File: config.mk
export PLATFORM = sky130hd
export DESIGN_NAME = serial_mag_comp_flat
export DESIGN_NICKNAME = d
export VERILOG_FILES = /design/src/rtl/serial_mag_comp_pkg.sv /design/src/rtl/serial_mag_comp_if.sv /design/src/rtl/serial_mag_comp_digit_cmp.sv /design/src/rtl/serial_mag_comp.sv /design/src/flat_wrapper.sv
export SDC_FILE = /design/constraint.sdc
export NUM_CORES = 1
export LEC_CHECK = 0
export BUFFER_PORTS_ARGS = -buffer_cell sky130_fd_sc_hd__buf_2
export CAP_MARGIN = 20
export CORE_ASPECT_RATIO = 1.1
export CORE_MARGIN = 10
export CORE_UTILIZATION = 49
export CTS_CLUSTER_SIZE = 30
export DETAILED_ROUTE_END_ITERATION = 10
export PLACE_DENSITY = 0.73
export SKIP_CTS_REPAIR_TIMING = 1
export SYNTH_ARGS = -nofsm -noshare
export SYNTH_HDL_FRONTEND = slang
export SYNTH_HIERARCHICAL = 1
export SYNTH_SLANG_ARGS = --single-unit
File: constraint.sdc
create_clock -name clk -period 6.9 [get_ports clk]
set_input_delay 0.69 -clock clk [delete_from_list [all_inputs] [get_ports clk]]
set_output_delay 0.69 -clock clk [all_outputs]
set_load 0.1 [all_outputs]
File: src/rtl/serial_mag_comp_pkg.sv
// Shared types and helpers for the serial magnitude comparator.
package comp_pkg;

    typedef enum logic [1:0] {IDLE, RUN, DONE} cmp_state_t;
    typedef enum logic [1:0] {CMP_EQ, CMP_GT, CMP_LT} cmp_res_t;

    localparam int unsigned DEF_WIDTH   = 16;
    localparam int unsigned DEF_DIGIT_W = 4;

    // Digit counter width; a single-digit compare still needs one bit.
    function automatic int unsigned cnt_width(input int unsigned ndig);
        return (ndig > 1) ? $clog2(ndig) : 1;
    endfunction

endpackage

File: src/rtl/serial_mag_comp_if.sv
// Operand/result handshake bundle between a requester and the serial comparator.
interface serial_mag_comp_if
    import comp_pkg::*;
#(
    parameter int unsigned WIDTH = DEF_WIDTH
) ();
    logic             in_valid;
    logic             in_ready;
    logic [WIDTH-1:0] a;
    logic [WIDTH-1:0] b;
    logic             signed_mode;
    logic             res_valid;
    logic             res_ready;
    logic             GT;
    logic             LT;
    logic             EQ;
    logic             busy;

    modport master (
        output in_valid, a, b, signed_mode, res_ready,
        input  in_ready, res_valid, GT, LT, EQ, busy
    );

    modport slave (
        input  in_valid, a, b, signed_mode, res_ready,
        output in_ready, res_valid, GT, LT, EQ, busy
    );
endinterface

File: src/rtl/serial_mag_comp_digit_cmp.sv
// Combinational unsigned compare of one digit.
module digit_cmp #(
    parameter int unsigned DIGIT_W = 4
) (
    input  logic [DIGIT_W-1:0] x,
    input  logic [DIGIT_W-1:0] y,
    output logic               gt,
    output logic               lt
);
    assign gt = (x > y);
    assign lt = (x < y);
endmodule

File: src/rtl/serial_mag_comp.sv
// Multi-cycle MSB-first magnitude comparator with early exit on the first unequal digit.
module serial_mag_comp
    import comp_pkg::*;
#(
    parameter int unsigned WIDTH   = DEF_WIDTH,
    parameter int unsigned DIGIT_W = DEF_DIGIT_W
) (
    input logic             clk,
    input logic             rst,
    serial_mag_comp_if.slave bus
);
    localparam int unsigned         NDIG      = WIDTH / DIGIT_W;
    localparam int unsigned         CW        = cnt_width(NDIG);
    localparam logic [CW-1:0]       CNT_TOP   = CW'(NDIG - 1);
    localparam logic [DIGIT_W-1:0]  SIGN_FLIP = DIGIT_W'(1) << (DIGIT_W - 1);

    if ((WIDTH % DIGIT_W) != 0 || WIDTH < DIGIT_W) begin : g_bad_cfg
        $error("serial_mag_comp: WIDTH must be a non-zero multiple of DIGIT_W");
    end

    cmp_state_t       state_q, state_n;
    logic [CW-1:0]    cnt_q, cnt_n;
    logic [WIDTH-1:0] a_q, a_n, b_q, b_n;
    logic             mode_q, mode_n;
    logic             in_ready_q, in_ready_n;
    logic             busy_q, busy_n;
    logic             res_valid_q, res_valid_n;
    logic             gt_q, gt_n, lt_q, lt_n, eq_q, eq_n;

    logic [DIGIT_W-1:0] dig_a, dig_b;
    logic               dig_gt, dig_lt;

    // Digit select; the top digit is shifted to offset binary in signed mode.
    always_comb begin
        dig_a = '0;
        dig_b = '0;
        for (int unsigned i = 0; i < NDIG; i++) begin
            if (cnt_q == CW'(i)) begin
                dig_a = a_q[i*DIGIT_W +: DIGIT_W];
                dig_b = b_q[i*DIGIT_W +: DIGIT_W];
            end
        end
        if (mode_q && cnt_q == CNT_TOP) begin
            dig_a = dig_a ^ SIGN_FLIP;
            dig_b = dig_b ^ SIGN_FLIP;
        end
    end

    digit_cmp #(.DIGIT_W(DIGIT_W)) u_digit_cmp (
        .x  (dig_a),
        .y  (dig_b),
        .gt (dig_gt),
        .lt (dig_lt)
    );

    always_ff @(posedge clk or posedge rst) begin
        if (rst) begin
            state_q     <= IDLE;
            cnt_q       <= CNT_TOP;
            a_q         <= '0;
            b_q         <= '0;
            mode_q      <= 1'b0;
            in_ready_q  <= 1'b1;
            busy_q      <= 1'b0;
            res_valid_q <= 1'b0;
            gt_q        <= 1'b0;
            lt_q        <= 1'b0;
            eq_q        <= 1'b0;
        end else begin
            state_q     <= state_n;
            cnt_q       <= cnt_n;
            a_q         <= a_n;
            b_q         <= b_n;
            mode_q      <= mode_n;
            in_ready_q  <= in_ready_n;
            busy_q      <= busy_n;
            res_valid_q <= res_valid_n;
            gt_q        <= gt_n;
            lt_q        <= lt_n;
            eq_q        <= eq_n;
        end
    end

    cmp_res_t res;
    logic     finish;

    always_comb begin
        state_n     = state_q;
        cnt_n       = cnt_q;
        a_n         = a_q;
        b_n         = b_q;
        mode_n      = mode_q;
        in_ready_n  = in_ready_q;
        busy_n      = busy_q;
        res_valid_n = res_valid_q;
        gt_n        = gt_q;
        lt_n        = lt_q;
        eq_n        = eq_q;
        res         = CMP_EQ;
        finish      = 1'b0;

        unique case (state_q)
            IDLE: begin
                if (bus.in_valid && in_ready_q) begin
                    state_n    = RUN;
                    a_n        = bus.a;
                    b_n        = bus.b;
                    mode_n     = bus.signed_mode;
                    cnt_n      = CNT_TOP;
                    in_ready_n = 1'b0;
                    busy_n     = 1'b1;
                end
            end
            RUN: begin
                if (dig_gt || dig_lt) begin
                    res    = dig_gt ? CMP_GT : CMP_LT;
                    finish = 1'b1;
                end else if (cnt_q == '0) begin
                    res    = CMP_EQ;
                    finish = 1'b1;
                end else begin
                    cnt_n = cnt_q - CW'(1);
                end
                if (finish) begin
                    state_n     = DONE;
                    res_valid_n = 1'b1;
                    gt_n        = (res == CMP_GT);
                    lt_n        = (res == CMP_LT);
                    eq_n        = (res == CMP_EQ);
                end
            end
            DONE: begin
                // Pop returns to IDLE; accept is only possible from the following cycle.
                if (bus.res_ready) begin
                    state_n     = IDLE;
                    res_valid_n = 1'b0;
                    gt_n        = 1'b0;
                    lt_n        = 1'b0;
                    eq_n        = 1'b0;
                    in_ready_n  = 1'b1;
                    busy_n      = 1'b0;
                end
            end
            default: begin
                state_n     = IDLE;
                in_ready_n  = 1'b1;
                busy_n      = 1'b0;
                res_valid_n = 1'b0;
                gt_n        = 1'b0;
                lt_n        = 1'b0;
                eq_n        = 1'b0;
            end
        endcase
    end

    assign bus.in_ready  = in_ready_q;
    assign bus.busy      = busy_q;
    assign bus.res_valid = res_valid_q;
    assign bus.GT        = gt_q;
    assign bus.LT        = lt_q;
    assign bus.EQ        = eq_q;

endmodule

File: src/flat_wrapper.sv
// flat-port wrapper written by rule: the top's interface ports become plain ports
module serial_mag_comp_flat import comp_pkg::*;
#(
    parameter int unsigned WIDTH   = DEF_WIDTH,
    parameter int unsigned DIGIT_W = DEF_DIGIT_W
)
  (clk, rst, bus_in_valid, bus_a, bus_b, bus_signed_mode, bus_res_ready, bus_in_ready, bus_res_valid, bus_GT, bus_LT, bus_EQ, bus_busy);
  serial_mag_comp_if #(.WIDTH(WIDTH)) bus_i ();
  input logic clk;
  input logic rst;
  input wire logic [$bits(bus_i.in_valid)-1:0] bus_in_valid;
  input wire logic [$bits(bus_i.a)-1:0] bus_a;
  input wire logic [$bits(bus_i.b)-1:0] bus_b;
  input wire logic [$bits(bus_i.signed_mode)-1:0] bus_signed_mode;
  input wire logic [$bits(bus_i.res_ready)-1:0] bus_res_ready;
  output wire logic [$bits(bus_i.in_ready)-1:0] bus_in_ready;
  output wire logic [$bits(bus_i.res_valid)-1:0] bus_res_valid;
  output wire logic [$bits(bus_i.GT)-1:0] bus_GT;
  output wire logic [$bits(bus_i.LT)-1:0] bus_LT;
  output wire logic [$bits(bus_i.EQ)-1:0] bus_EQ;
  output wire logic [$bits(bus_i.busy)-1:0] bus_busy;
  assign bus_i.in_valid = bus_in_valid;
  assign bus_i.a = bus_a;
  assign bus_i.b = bus_b;
  assign bus_i.signed_mode = bus_signed_mode;
  assign bus_i.res_ready = bus_res_ready;
  assign bus_in_ready = bus_i.in_ready;
  assign bus_res_valid = bus_i.res_valid;
  assign bus_GT = bus_i.GT;
  assign bus_LT = bus_i.LT;
  assign bus_EQ = bus_i.EQ;
  assign bus_busy = bus_i.busy;
  serial_mag_comp #(.WIDTH(WIDTH), .DIGIT_W(DIGIT_W)) u_core (.clk(clk), .rst(rst), .bus(bus_i));
endmodule
# Yosys cells after proc, flatten, opt, wreduce, memory -nomap -nowiden
# Index checks and enable logic that the tools add are counted.
[totals]
input_bits = 37
reg_bits = 43
out_inout_bits = 6
wordCells = 80
[classes]
n_reduce_logical = 12
addsub = 1
n_mux = 38
eq_ne = 12
order_cmp = 2
n_bitwise = 4
[ops]
columns = ["op", "count"]
rows = [
  ["4-bit two-way mux", 10],
  ["2-bit two-way mux", 9],
  ["1-bit case mux with 3 select lines", 6],
  ["1-bit two-way mux", 11],
  ["3-bit AND reduction", 3],
  ["2-bit == test (second input constant)", 4],
  ["2-bit by 1-bit == test with 1-bit output (second input constant)", 3],
  ["2-bit logical NOT", 3],
  ["2-bit inequality test (second input constant)", 3],
  ["2-bit case mux with 3 select lines", 1],
  ["4-bit greater-than comparator", 1],
  ["4-bit < comparator", 1],
  ["2-bit by 1-bit inequality test with 1-bit output (second input constant)", 2],
  ["1-bit NOT", 4],
  ["2-bit case mux with 2 select lines", 1],
  ["4-bit AND reduction", 1],
  ["1-bit logical AND", 2],
  ["2-bit AND reduction", 1],
  ["2-bit nonzero test", 1],
  ["2-bit by 1-bit subtractor with 2-bit output (second input constant)", 1],
  ["1-bit logical OR", 1],
]

# Depth between registers and ports, before layout
# Gate-level depths: netlist (run 1).
[logic_depth]
depth_word = 14
depth_mapped = 14
ltp_nobuf = 13

# Modules after synthesis
# Netlist (run 1), hierarchy kept.
[by_module_without_submodules]
columns = ["mod", "seq_area_each_um2", "n_inst", "cells_per_inst", "area_each_um2"]
rows = [
  ["serial_mag_comp", 1079.8, 1, 175, 2068.2],
  ["digit_cmp", 0.0, 1, 15, 113.9],
]

# Worst setup path before layout (run 1)
# OpenSTA, ideal clock, no wires.
[synth_path]
path_type = "reg2reg"
from = "register u_core.cnt_q[0]"
to = "register u_core.cnt_q[0]"
period_less_slack_ns = 2.867
path_buffers = 1
stages_incl_launch_ff = 14
slack_ns = 4.033
setup_ns = 0.083
arrival_time_ns = 2.784
required_ns = 6.817
path_cell_list = "dfstp_2 inv_1 ha_1 buf_2 nor2b_1 a221oi_1 o31ai_1 ha_1 nand2_1 o21bai_1 and2_1 or4_1 mux2i_1 a2bb2oi_1"
[synth_via]
elab_chain_len = 11
word_cells_on_any_way = 27
classes_between = "1 x add/sub; 2 x order compare; 5 x eq/ne; 13 x mux; 2 x bitwise; 4 x reduce/logical"
[synth_lines]
columns = ["element", "line_no", "rtl"]
rows = [
  ["from (decl)", "serial_mag_comp.sv:22", "logic [CW-1:0] cnt_q, cnt_n;"],
  ["from (signal assigned)", "serial_mag_comp.sv:71", "cnt_q <= cnt_n;"],
  ["2-bit logical NOT", "serial_mag_comp.sv:38", "if (cnt_q == CW'(i)) begin"],
  ["4-bit two-way mux (4 in a row)", "serial_mag_comp.sv:38", ""],
  ["1-bit NOT (no line)", "--", ""],
  ["4-bit two-way mux *", "serial_mag_comp.sv:43", "if (mode_q && cnt_q == CNT_TOP) begin"],
  ["via u_core.dig_a[3]", "serial_mag_comp.sv:30", "logic [DIGIT_W-1:0] dig_a, dig_b;"],
  ["4-bit < comparator *", "serial_mag_comp_digit_cmp.sv:11", "assign lt = (x < y);"],
  ["via u_core.dig_lt", "serial_mag_comp.sv:31", "logic dig_gt, dig_lt;"],
  ["1-bit logical OR *", "serial_mag_comp.sv:115", "if (dig_gt || dig_lt) begin"],
  ["2-bit inequality test (no line) *", "--", ""],
  ["4-bit AND reduction (no line) *", "--", ""],
]
# Mark *: on every way through the listed nets, which the timed path passes. The rest lies on a longest branch. The select of a mux whose other input is x is not followed.
# A chain may end at the register's enable or synchronous reset.

# Final worst setup path (run 1)
[layout_path]
from = "register u_core.cnt_q[0]"
to = "register u_core.lt_q (netlist: u_core/bus.LT)"
[layout_via]
elab_chain_len = 14
word_cells_on_any_way = 31
classes_between = "2 x order compare; 5 x eq/ne; 18 x mux; 2 x bitwise; 4 x reduce/logical"
[layout_lines]
columns = ["element", "line_no", "rtl"]
rows = [
  ["2-bit logical NOT", "serial_mag_comp.sv:38", ""],
  ["4-bit two-way mux (4 in a row)", "serial_mag_comp.sv:38", ""],
  ["1-bit NOT (no line)", "--", ""],
  ["4-bit two-way mux *", "serial_mag_comp.sv:43", ""],
  ["via u_core.dig_a[3]", "serial_mag_comp.sv:30", ""],
  ["4-bit greater-than comparator *", "serial_mag_comp_digit_cmp.sv:10", "assign gt = (x > y);"],
  ["via u_core.dig_gt", "serial_mag_comp.sv:31", ""],
  ["2-bit two-way mux or 1-bit logical OR (tied branches)", "serial_mag_comp.sv:116, serial_mag_comp.sv:115", ""],
  ["2-bit two-way mux", "serial_mag_comp.sv:115", ""],
  ["2-bit two-way mux", "serial_mag_comp.sv:102", "unique case (state_q)"],
  ["2-bit == test", "serial_mag_comp.sv:128", "lt_n = (res == CMP_LT);"],
  ["1-bit two-way mux", "serial_mag_comp.sv:124", "if (finish) begin"],
  ["1-bit case mux with 3 select lines", "serial_mag_comp.sv:102", ""],
  ["to (signal assigned)", "serial_mag_comp.sv:79", "lt_q <= lt_n;"],
  ["to (decl)", "serial_mag_comp.sv:28", "logic gt_q, gt_n, lt_q, lt_n, eq_q, eq_n;"],
]
# Marks and branches as above.

==> key figures, run 1 <==
Timing
  – Final setup violation count: 0
  – Fin crit period: between 3 and 4 ns
  – Max transition margin: 64.2%
  – TNS Setup: 0 ns
  – Final Max Slew Viols: 0
  – Final hold vios: 0
  – Tcrit/Tclk final: roughly 46%
  – Slew @ Worst Pin: approximately 0.54 ns
  – RSZ-0062 raised after global routing: false
  – Clk_skew: around 0.011 ns
  – Min Hold Slack: 0.503 ns
  – Fmax: 0.314 GHz

Worst setup path
  – Critical path type: reg2reg
  – Crit path cell chain: inv_1, ha_1, nor2b_1, a221oi_1, o31ai_1, ha_1, nand2_1, o21bai_1, a2bb2oi_1, o31a_1, o22ai_1, a32o_1
  – Worst Path Arrival: between 3 and 4 ns
  – Startpoint types: flop
  – FF-to-FF path depth: 12
  – R2R Setup Slk: between 3 and 4 ns
  – RR Startpoint: u_core/cnt_q[0]$_DFFE_PP1P_
  – Crit path max-delay cell type: dfstp_2
  – Required time worst endpoint: 7.10 ns
  – Crit path top cell by count: ha_1
  – CP Launch Point: u_core/cnt_q[0]$_DFFE_PP1P_
  – Critical Path Max Stage Delay: 0.59 ns
  – Crit path capture type: flop
  – Critical Path Fanout Max: 10
  – Worst r2r dst: u_core/bus.LT$_DFFE_PP0P_

Global route
  – Total congestion overflow: 0
  – Tot GR Track Use: between 10% and 20%
  – Largest net degree at the start of global routing: 44
  – First-pass GRT wire length: about 7800 um
  – Initial antenna violation count: 0
  – Vias in the first global route: roughly 1600

Floorplan
  – Die area: 7530 um^2
  – Std-Cell Core Area: 4320 um^2
  – Initial Util: 50.6%
  – Io pins: between 40 and 50
  – Die Ht: between 80 and 90 um
  – Row cnt: 25
  – Die width: 83.6 um

Worst hold path
  – HP Class: reg2reg
  – Worst Hold Path Cells: 1
  – Hold Path Sink: u_core/a_q[10]$_DFFE_PP0P_
  – Hold Crit Start: u_core/a_q[10]$_DFFE_PP0P_

Finish
  – Antenna cells: 0
  – Area occupied by multi-input gates: about 1000 um^2
  – Fin cells: between 200 and 300
  – Fillcell total: 391
  – Share of layout cells above drive strength 1: between 30% and 40%
  – Commonest non-fill, non-tap cell in the layout: buf_2
  – Register Area: around 1100 um^2
  – Area Overhead vs Synth: 15.5%
  – Commonest non-fill, non-tap cells in the layout: buf_2 (42), dfrtp_1 (40), mux2_2 (20)
  – Final Util: around three fifths
  – Final nets: around 280

Route
  – DR vias/cell: 5.26
  – DRT iter0 DRCs: 82
  – Drt wl/cell: 15.7 um
  – Via Count: between 1000 and 1500
  – Detailed Routing Iterations Pass 1: 4
  – Detail Route Antenna Nets: 0
  – Total routed wirelength: 4470 um
  – # DRC: 0

Synth
  – Syn Inst Count: 190
  – Count of unique library cells instantiated by Yosys: 37
  – Register area share after synthesis: roughly half
  – Syn_area_per_cell: between 10 and 15 um^2
  – Syn Nets: between 200 and 250
  – Post-Synthesis Cell Area: approximately 2200 um^2
  – #FFs+latches synth: between 40 and 50
  – Yosys warning total: 6

CTS
  – Insertion delay to the later sink of the worst-skew pair: about 0.3 ns
  – CTS tree: done
  – H-tree Lvls: 2
  – Clk slew on worst S/H paths: ~0.09 ns
  – Clock sinks: between 40 and 50
  – Clock Path Buffers: 2
  – CTS buffer count: 5
  – Clk root buf: clkbuf_8

Power
  – Leakage power figure: between 0.001 and 0.0015 uW
  – Power Dens Cells: between 500 and 600 nW/um^2
  – Peak supply drop: 0.000363 V
  – Total power: roughly 1300 uW

Outcome
  – Status: finished, final reports clean

Placed design
  – Number of port buffers: 42
  – Placed insts: roughly 280
  – Gp weighted congestion: 0.734
  – Placed wire-length estimate: 3350 um

Job
  – Max-cap viol count: 0
## critical path: cells and delay by family (launching register included)
family	cells	cell delay (ns)
AO/OA/AOI/OAI	7	1.50
adder cells (fa/ha/maj)	2	0.63
flip-flops	1	0.59
AND/OR/NAND/NOR	2	0.28
buffers and inverters	1	0.07
## area by class of cell
class,count,share of cell area (%)
clock inverter,2,1.39
tap,54,2.68
timing repair buffer,44,8.93
multi-input combinational,124,39.1
clock buffer,6,3.28
sequential,43,42.8
inverter,12,1.79
## state kept, by name, summed over array words and instances, names as in the netlist
register / cells
u_core/state_q: 2
u_core/bus.res_valid: 1
u_core/mode_q: 1
u_core/bus.GT: 1
u_core/bus.EQ: 1
u_core/bus.busy: 1
u_core/bus.LT: 1
u_core/bus.in_ready: 1
u_core/b_q: 16
u_core/a_q: 16
u_core/cnt_q: 2
## metrics by stage
step / cell area, um^2 / worst slack (ns)
floorplan: 2180 / 4.03
global placement: 2400 / 3.78
detailed placement: 2400 / 3.73
CTS: 2520 / 3.71
global route: 2520 / 3.40
finish: 2520 / 3.72
## where the power goes
part,internal [uW],switching [uW],leakage (uW)
clock network,117,86.0,0.0000612
registers,370,82.9,0.000530
logic,284,390,0.000616
## routing by layer
layer / share of wire (%) / vias to the layer above / GRT usage (%)
met2: 48 / 33 / 19.2
met1: 47 / 709 / 15.6
met5: 0 / - / 0
li1: - / 752 / -
met4: 1.1 / 0 / 5.03
met3: 4.7 / 5 / 3.25
## worst max-delay path by stage
stage / to / slack [ns] / depth (start not counted)
floorplan: u_core/cnt_q[0]$_DFFE_PP1P_ / 4.03 / 13
global placement: u_core/bus.LT$_DFFE_PP0P_ / 3.78 / 13
detailed placement: u_core/bus.LT$_DFFE_PP0P_ / 3.73 / 12
CTS: u_core/bus.LT$_DFFE_PP0P_ / 3.71 / 12
global route: u_core/bus.LT$_DFFE_PP0P_ / 3.40 / 12
finish: u_core/bus.LT$_DFFE_PP0P_ / 3.72 / 12
## kinds of logic (layout without fill, tap and decap cells)
kind of cell               Yosys count  count (layout)  synth area share, %
and+or+nand+nor                     39              39                 10.1
buffers and inverters               23              64                 5.33
adders and majority gates            8               8                 4.59
xor gates and xnor gates             2               2                0.803
DFF                                 43              43                 49.5
muxes                               31              31                 15.9
AOI/OAI and AO/OA                   44              44                 13.7
## synth_stat cells, drive strengths merged
library cell  count  area share (%)
a21oi            12             2.8
a221oi            4             1.6
a22o              5             2.0
a2bb2oi           2            0.80
a32o              2            0.92
and2              1            0.29
buf               7             2.6
clkbuf            4            0.69
dfrtp            40              46
dfstp             3             3.6
ha                8             4.6
inv              12             2.1
mux2             30              15
mux2i             1            0.46
nand2            17             2.9
nand2b            1            0.29
nand3b            2            0.69
nand4             1            0.29
nor2              4            0.69
nor2b             8             2.6
nor3              1            0.23
nor3b             1            0.34
nor4bb            1             1.1
o21a              1            0.34
o21ai             9             2.1
o21bai            1            0.34
o221a             1            0.52
o22ai             2            0.57
o31a              1            0.40
o31ai             4             1.4
or2               1            0.29
or4               1            0.34
xor2              2            0.80
No activity file was read; power rests on OpenSTA's default activity.
==> inputs of run 2 (changes only) <==
clock period = 3.1 ns   (was 6.9 ns; I/O delays follow)
==> key figures, run 2 (synthesis results as in run 1) <==
Power
  – Internal: 1830 uW (+140%)
  – Peak supply drop: 0.000937 V (+160%)
  – Power Dens Cells: 1190 nW/um^2 (+130%)
  – Total power: 3110 uW (+130%)
  – Leakage power figure: 0.00124 uW (+2.5%)
  – Clk pwr share: 14.1% (-1.2 points)
  – Psw: 1290 uW (+130%)
  – Flop pwr share: 32.5% (-1.6 points)
  – Part of the power in combinational logic: 53.4% (+2.7 points)
  – Net Sw Frac: 41.3% (-0.68 points)

Worst setup path
  – Top delay family on crit path: simple AND/OR/NAND/NOR gates
  – Critical Path Max Stage Delay: 0.59 ns (about the same)
  – Crit path top cell by count: ha_1
  – Crit path max-delay cell type: dfstp_2
  – RR Startpoint: u_core/cnt_q[0]$_DFFE_PP1P_
  – Critical Path Fanout Max: 5 (-5)
  – Crit path cell chain: inv_1, ha_1, nor2b_4, a221oi_2, o31ai_1, ha_1, nand2_1, o21bai_2, and2_4, or4_1, mux2i_1, a2bb2oi_1
  – Critical path type: reg2reg
  – Buf+Inv Stages, Crit Path: 1 (unchanged)
  – CP Launch Point: u_core/cnt_q[0]$_DFFE_PP1P_
  – Crit path capture type: flop
  – Startpoint types: flop
  – Worst Path Arrival: 3.14 ns (-0.24 ns)
  – Required time worst endpoint: 3.30 ns (-3.80 ns)

Route
  – Drt wl/cell: 15.1 um (-3.8%)
  – Detailed Routing Iterations Pass 1: 4 (unchanged)
  – Total routed wirelength: 4360 um (-2.5%)
  – Detail Route Antenna Nets: 0 (unchanged)
  – Via Count: 1533 (+2.3%)
  – DR vias/cell: 5.30 (+0.85%)
  – # DRC: 0 (unchanged)
  – DRT iter0 DRCs: 98 (+20%)

Timing
  – Max transition margin: 64.6% (+0.46 points)
  – Final Max Slew Viols: 0 (unchanged)
  – Fin crit period: 2.94 ns (-0.237 ns)
  – Fmax: 0.340 GHz (+8.0%)
  – Final hold vios: 0 (unchanged)
  – Final setup violation count: 0 (unchanged)
  – Tcrit/Tclk final: 95.0% (+49 points)
  – Slew @ Worst Pin: 0.531 ns (-0.00694 ns)
  – Clk_skew: 0.00873 ns (-0.00252 ns)

CTS
  – Clk slew on worst S/H paths: 0.08 ns (about the same)
  – CTS buffer count: 5 (unchanged)
  – Clock sinks: 43 (unchanged)
  – Clock Path Buffers: 2 (unchanged)
  – Insertion delay to the later sink of the worst-skew pair: 0.29 ns (about the same)
  – CTS tree: done
  – Clk root buf: clkbuf_8
  – H-tree Lvls: 2 (unchanged)

Finish
  – Area Overhead vs Synth: 19.4%
  – Antenna cells: 0 (unchanged)
  – Post-Layout Inst Area: 2610 um^2 (+3.3%)
  – Biggest registers after layout: u_core/a_q x16, u_core/b_q x16
  – Commonest non-fill, non-tap cells in the layout: buf_2 (42), dfrtp_1 (40), mux2_2 (20)
  – Share of layout cells above drive strength 1: 38.7% (+5.0 points)
  – Commonest non-fill, non-tap cell in the layout: buf_2
  – Final nets: 279 (+1.5%)
  – Fin cells: 289 (+1.4%)

Job
  – Max-cap viol count: 0 (unchanged)

Placed design
  – Gp weighted congestion: 0.768 (+4.7%)
  – Area of placed instances: 2430 um^2 (+0.94%)
  – Number of port buffers: 42 (unchanged)
  – Placed wire-length estimate: 3180 um (-5.1%)
  – Placed insts: 280 (+1.1%)

Global route
  – Vias in the first global route: 1636 (+0.12%)
  – First-pass GRT wire length: 7470 um (-4.3%)
  – Initial antenna violation count: 0 (unchanged)
  – Largest net degree at the start of global routing: 44 (unchanged)
  – Total congestion overflow: 0 (unchanged)
  – Tot GR Track Use: 11.5% (-0.79 points)

Floorplan
  – Die area: 7530 um^2 (unchanged)
  – Initial Util: 50.6% (unchanged)
  – Row cnt: 25 (unchanged)
  – Io pins: 43 (unchanged)
  – Die width: 83.6 um (unchanged)
  – Std-Cell Core Area: 4320 um^2 (unchanged)
  – Die Ht: 90.0 um (unchanged)

Worst hold path
  – HP Class: in2async

Outcome
  – Status: finished, final reports clean
==> run 2: changes by cell type in the layout (fill, tap and decap cells not counted), moves of 2 or more <==
cell	change
ha_1	-2
a221oi_2	+3
a221oi_1	-3
buf_4	+4
==> run 2: metrics by stage <==
step / worst slack [ns] / TNS, ns / util (%) / hold WS, ns
after floorplan: 0.233 / 0 / - / 0.427
after CTS: 0.0916 / 0 / 58.9 / 0.163
final: 0.155 / 0 / 60.3 / 0.146
after global routing: -0.0163 / -0.0163 / 60.3 / 0.198
after global placement: 0.146 / 0 / 56.2 / 0.469
after detailed placement: 0.105 / 0 / 56.2 / 0.480
==> run 2: area by class of cell <==
cell class	instances	area [um^2]
clock buffer	6	82.6
sequential	43	1080
inverter	12	45.0
multi-input combinational	124	1040
fill	362	1710
clock inverter	2	35.0
timing repair buffer	48	255
tap	54	67.6
==> run 2: worst reg2reg max path, cell delays in order (launching register included) <==
cell	delay (ns)
dfstp_2	0.59
inv_1	0.08
ha_1	0.22
nor2b_4	0.15
a221oi_2	0.25
o31ai_1	0.12
ha_1	0.30
nand2_1	0.08
o21bai_2	0.20
and2_4	0.16
or4_1	0.47
mux2i_1	0.15
a2bb2oi_1	0.08
==> run 2: per-layer routing <==
| layer | track usage, % | wire length (um) |
|---|---|---|
| met4 | 3.77 | 52 |
| met5 | 0 | 0 |
| met3 | 3.16 | 207 |
| met1 | 14.4 | 2080 |
| met2 | 18.4 | 2020 |
==> run 2: path summary, 6_finish.rpt <==
| path | end | slack [ns] | cells past startpoint |
|---|---|---|---|
| worst max register to register | u_core/cnt_q[0]$_DFFE_PP1P_ | 0.16 | 12 |
| worst max-delay path | u_core/cnt_q[0]$_DFFE_PP1P_ | 0.16 | 12 |
| worst min register to register | u_core/a_q[13]$_DFFE_PP0P_ | 0.50 | 1 |
| min in group clk | u_core/b_q[10]$_DFFE_PP0P_ | 0.23 | 3 |
| worst min-delay path | u_core/bus.busy$_DFFE_PP0P_ | 0.15 | 3 |
| max in group asynchronous | u_core/bus.in_ready$_DFFE_PP1P_ | 2.58 | 3 |
==> run 2: power by group through the flow <==
stage | sequential (uW) | combinational [uW] | clock (uW)
floorplan | 1150 | 1080 | 0
global placement | 1010 | 1480 | 0
detailed placement | 1020 | 1510 | 0
CTS | 1010 | 1520 | 450
global route | 1050 | 1870 | 476
finish | 1010 | 1660 | 439
==> inputs of run 3 (changes only) <==
clock period = 3.8 ns   (was 3.1 ns; I/O delays follow)
==> key figures, run 3 (synthesis results as in run 1) <==
Floorplan
  – Die Ht: 90.0 um (unchanged)
  – Io pins: 43 (unchanged)
  – Row cnt: 25 (unchanged)
  – Std-Cell Core Area: 4320 um^2 (unchanged)
  – Die area: 7530 um^2 (unchanged)
  – Initial Util: 50.6% (unchanged)
  – Die width: 83.6 um (unchanged)

Worst setup path
  – Worst Path Arrival: 3.41 ns (+0.27 ns)
  – Crit path cell chain: inv_1, ha_1, nor2b_1, a221oi_1, o31ai_1, ha_1, nand2_1, o21bai_1, a2bb2oi_1, o31a_1, o22ai_1, a32o_1
  – Crit path max-delay cell type: dfstp_2
  – Critical Path Max Stage Delay: 0.58 ns (about the same)
  – Critical Path Fanout Max: 10 (+5)
  – Critical path type: reg2reg
  – Required time worst endpoint: 3.99 ns (+0.69 ns)
  – Crit path capture type: flop
  – Startpoint types: flop
  – Crit path top cell by count: ha_1

Timing
  – Final setup violation count: 0 (unchanged)
  – Slew @ Worst Pin: 0.540 ns (+0.00946 ns)
  – Fmax: 0.311 GHz (-8.4%)
  – TNS Setup: 0 ns (unchanged)
  – Final Max Slew Viols: 0 (unchanged)
  – Tcrit/Tclk final: 84.6% (-10 points)
  – Max transition margin: 64.0% (-0.63 points)
  – Final hold vios: 0 (unchanged)
  – Min Hold Slack: 0.194 ns (+0.0475 ns)
  – Clk_skew: 0.00711 ns (-0.00162 ns)
  – RSZ-0062 raised after global routing: false
  – Fin crit period: 3.21 ns (+0.269 ns)

Finish
  – Commonest non-fill, non-tap cells in the layout: buf_2 (42), dfrtp_1 (40), mux2_2 (20)
  – Share of layout cells above drive strength 1: 33.3% (-5.4 points)
  – Final nets: 275 (-1.4%)
  – Post-Layout Inst Area: 2490 um^2 (-4.5%)
  – Area Overhead vs Synth: 14.0%
  – Commonest non-fill, non-tap cell in the layout: buf_2
  – Final Util: 57.7% (-2.7 points)
  – Antenna cells: 0 (unchanged)
  – Fillcell total: 377 (+4.1%)
  – Biggest registers after layout: u_core/a_q x16, u_core/b_q x16

Route
  – Drt wl/cell: 15.8 um (+4.8%)
  – Detail Route Antenna Nets: 0 (unchanged)
  – Detailed Routing Iterations Pass 1: 4 (unchanged)
  – # DRC: 0 (unchanged)
  – Total routed wirelength: 4500 um (+3.4%)
  – Via Count: 1537 (+0.26%)
  – DR vias/cell: 5.39 (+1.7%)
  – DRT iter0 DRCs: 67 (-32%)

CTS
  – Clock Path Buffers: 2 (unchanged)
  – H-tree Lvls: 2 (unchanged)
  – Clock sinks: 43 (unchanged)
  – CTS tree: done
  – CTS buffer count: 5 (unchanged)
  – Clk root buf: clkbuf_8
  – Clk slew on worst S/H paths: 0.08 ns (about the same)
  – Insertion delay to the later sink of the worst-skew pair: 0.30 ns (about the same)

Placed design
  – Number of port buffers: 42 (unchanged)
  – Gp weighted congestion: 0.733 (-4.5%)
  – Placed wire-length estimate: 3330 um (+4.6%)
  – Area of placed instances: 2400 um^2 (-0.93%)

Job
  – Max-cap viol count: 0 (unchanged)

Global route
  – Initial antenna violation count: 0 (unchanged)
  – Vias in the first global route: 1622 (-0.86%)
  – First-pass GRT wire length: 7850 um (+5.1%)
  – Total congestion overflow: 0 (unchanged)
  – Largest net degree at the start of global routing: 44 (unchanged)
  – Tot GR Track Use: 12.4% (+0.95 points)

Worst hold path
  – HP Class: in2async

Power
  – Peak supply drop: 0.000608 V (-35%)
  – Power Dens Cells: 938 nW/um^2 (-22%)
  – Leakage power figure: 0.00119 uW (-4.0%)

Outcome
  – Status: finished, final reports clean
run 3: routing by layer:
| layer | vias to the layer above | wire (um) | global-route usage (%) |
|---|---|---|---|
| li1 | 751 | - | - |
| met1 | 748 | 2110 | 15.3 |
| met2 | 31 | 2120 | 19.7 |
| met3 | 7 | 192 | 3.79 |
| met4 | 0 | 74 | 5.03 |
| met5 | - | 0 | 0 |
run 3: final timing paths:
check / cells past startpoint / to / slack, ns / from
min reg2reg: 1 / u_core/bus.LT$_DFFE_PP0P_ / 0.50 / u_core/bus.LT$_DFFE_PP0P_
max in group asynchronous: 3 / u_core/b_q[9]$_DFFE_PP0P_ / 3.22 / rst
min in group clk: 2 / u_core/a_q[10]$_DFFE_PP0P_ / 0.30 / bus_a[10]
max reg2reg: 12 / u_core/bus.LT$_DFFE_PP0P_ / 0.59 / u_core/cnt_q[0]$_DFFE_PP1P_
max: 12 / u_core/bus.LT$_DFFE_PP0P_ / 0.59 / u_core/cnt_q[0]$_DFFE_PP1P_
min: 3 / u_core/bus.busy$_DFFE_PP0P_ / 0.19 / rst
run 3: where the power goes:
group / total [uW] / internal [uW] / leakage (uW) / switching [uW]
clock: 284 / 128 / 0.0000412 / 155
combinational: 1230 / 516 / 0.000616 / 710
sequential: 823 / 673 / 0.000530 / 150
run 3: through the flow:
step	total power (uW)	cells	setup WS (ns)
floorplan	1820	190	0.933
global placement	2020	277	0.683
detailed placement	2050	277	0.649
CTS	2340	285	0.617
global route	2540	285	0.330
finish	2330	285	0.586
run 3: critical path, delay by kind of cell (launching register included):
family / cells / cell delay, ns
buffers and inverters: 1 / 0.07
DFF: 1 / 0.58
AOI/OAI and AO/OA: 7 / 1.54
adders and majority gates: 2 / 0.63
and+or+nand+nor: 2 / 0.28
run 3: final cells by class:
cell class / instances / area (um^2) / area share [%]
inverter: 12 / 45.0 / 1.81
multi-input combinational: 124 / 986 / 39.6
timing repair buffer: 44 / 225 / 9.05
clock inverter: 2 / 12.5 / 0.503
sequential: 43 / 1080 / 43.4
clock buffer: 6 / 72.6 / 2.92
tap: 54 / 67.6 / 2.71
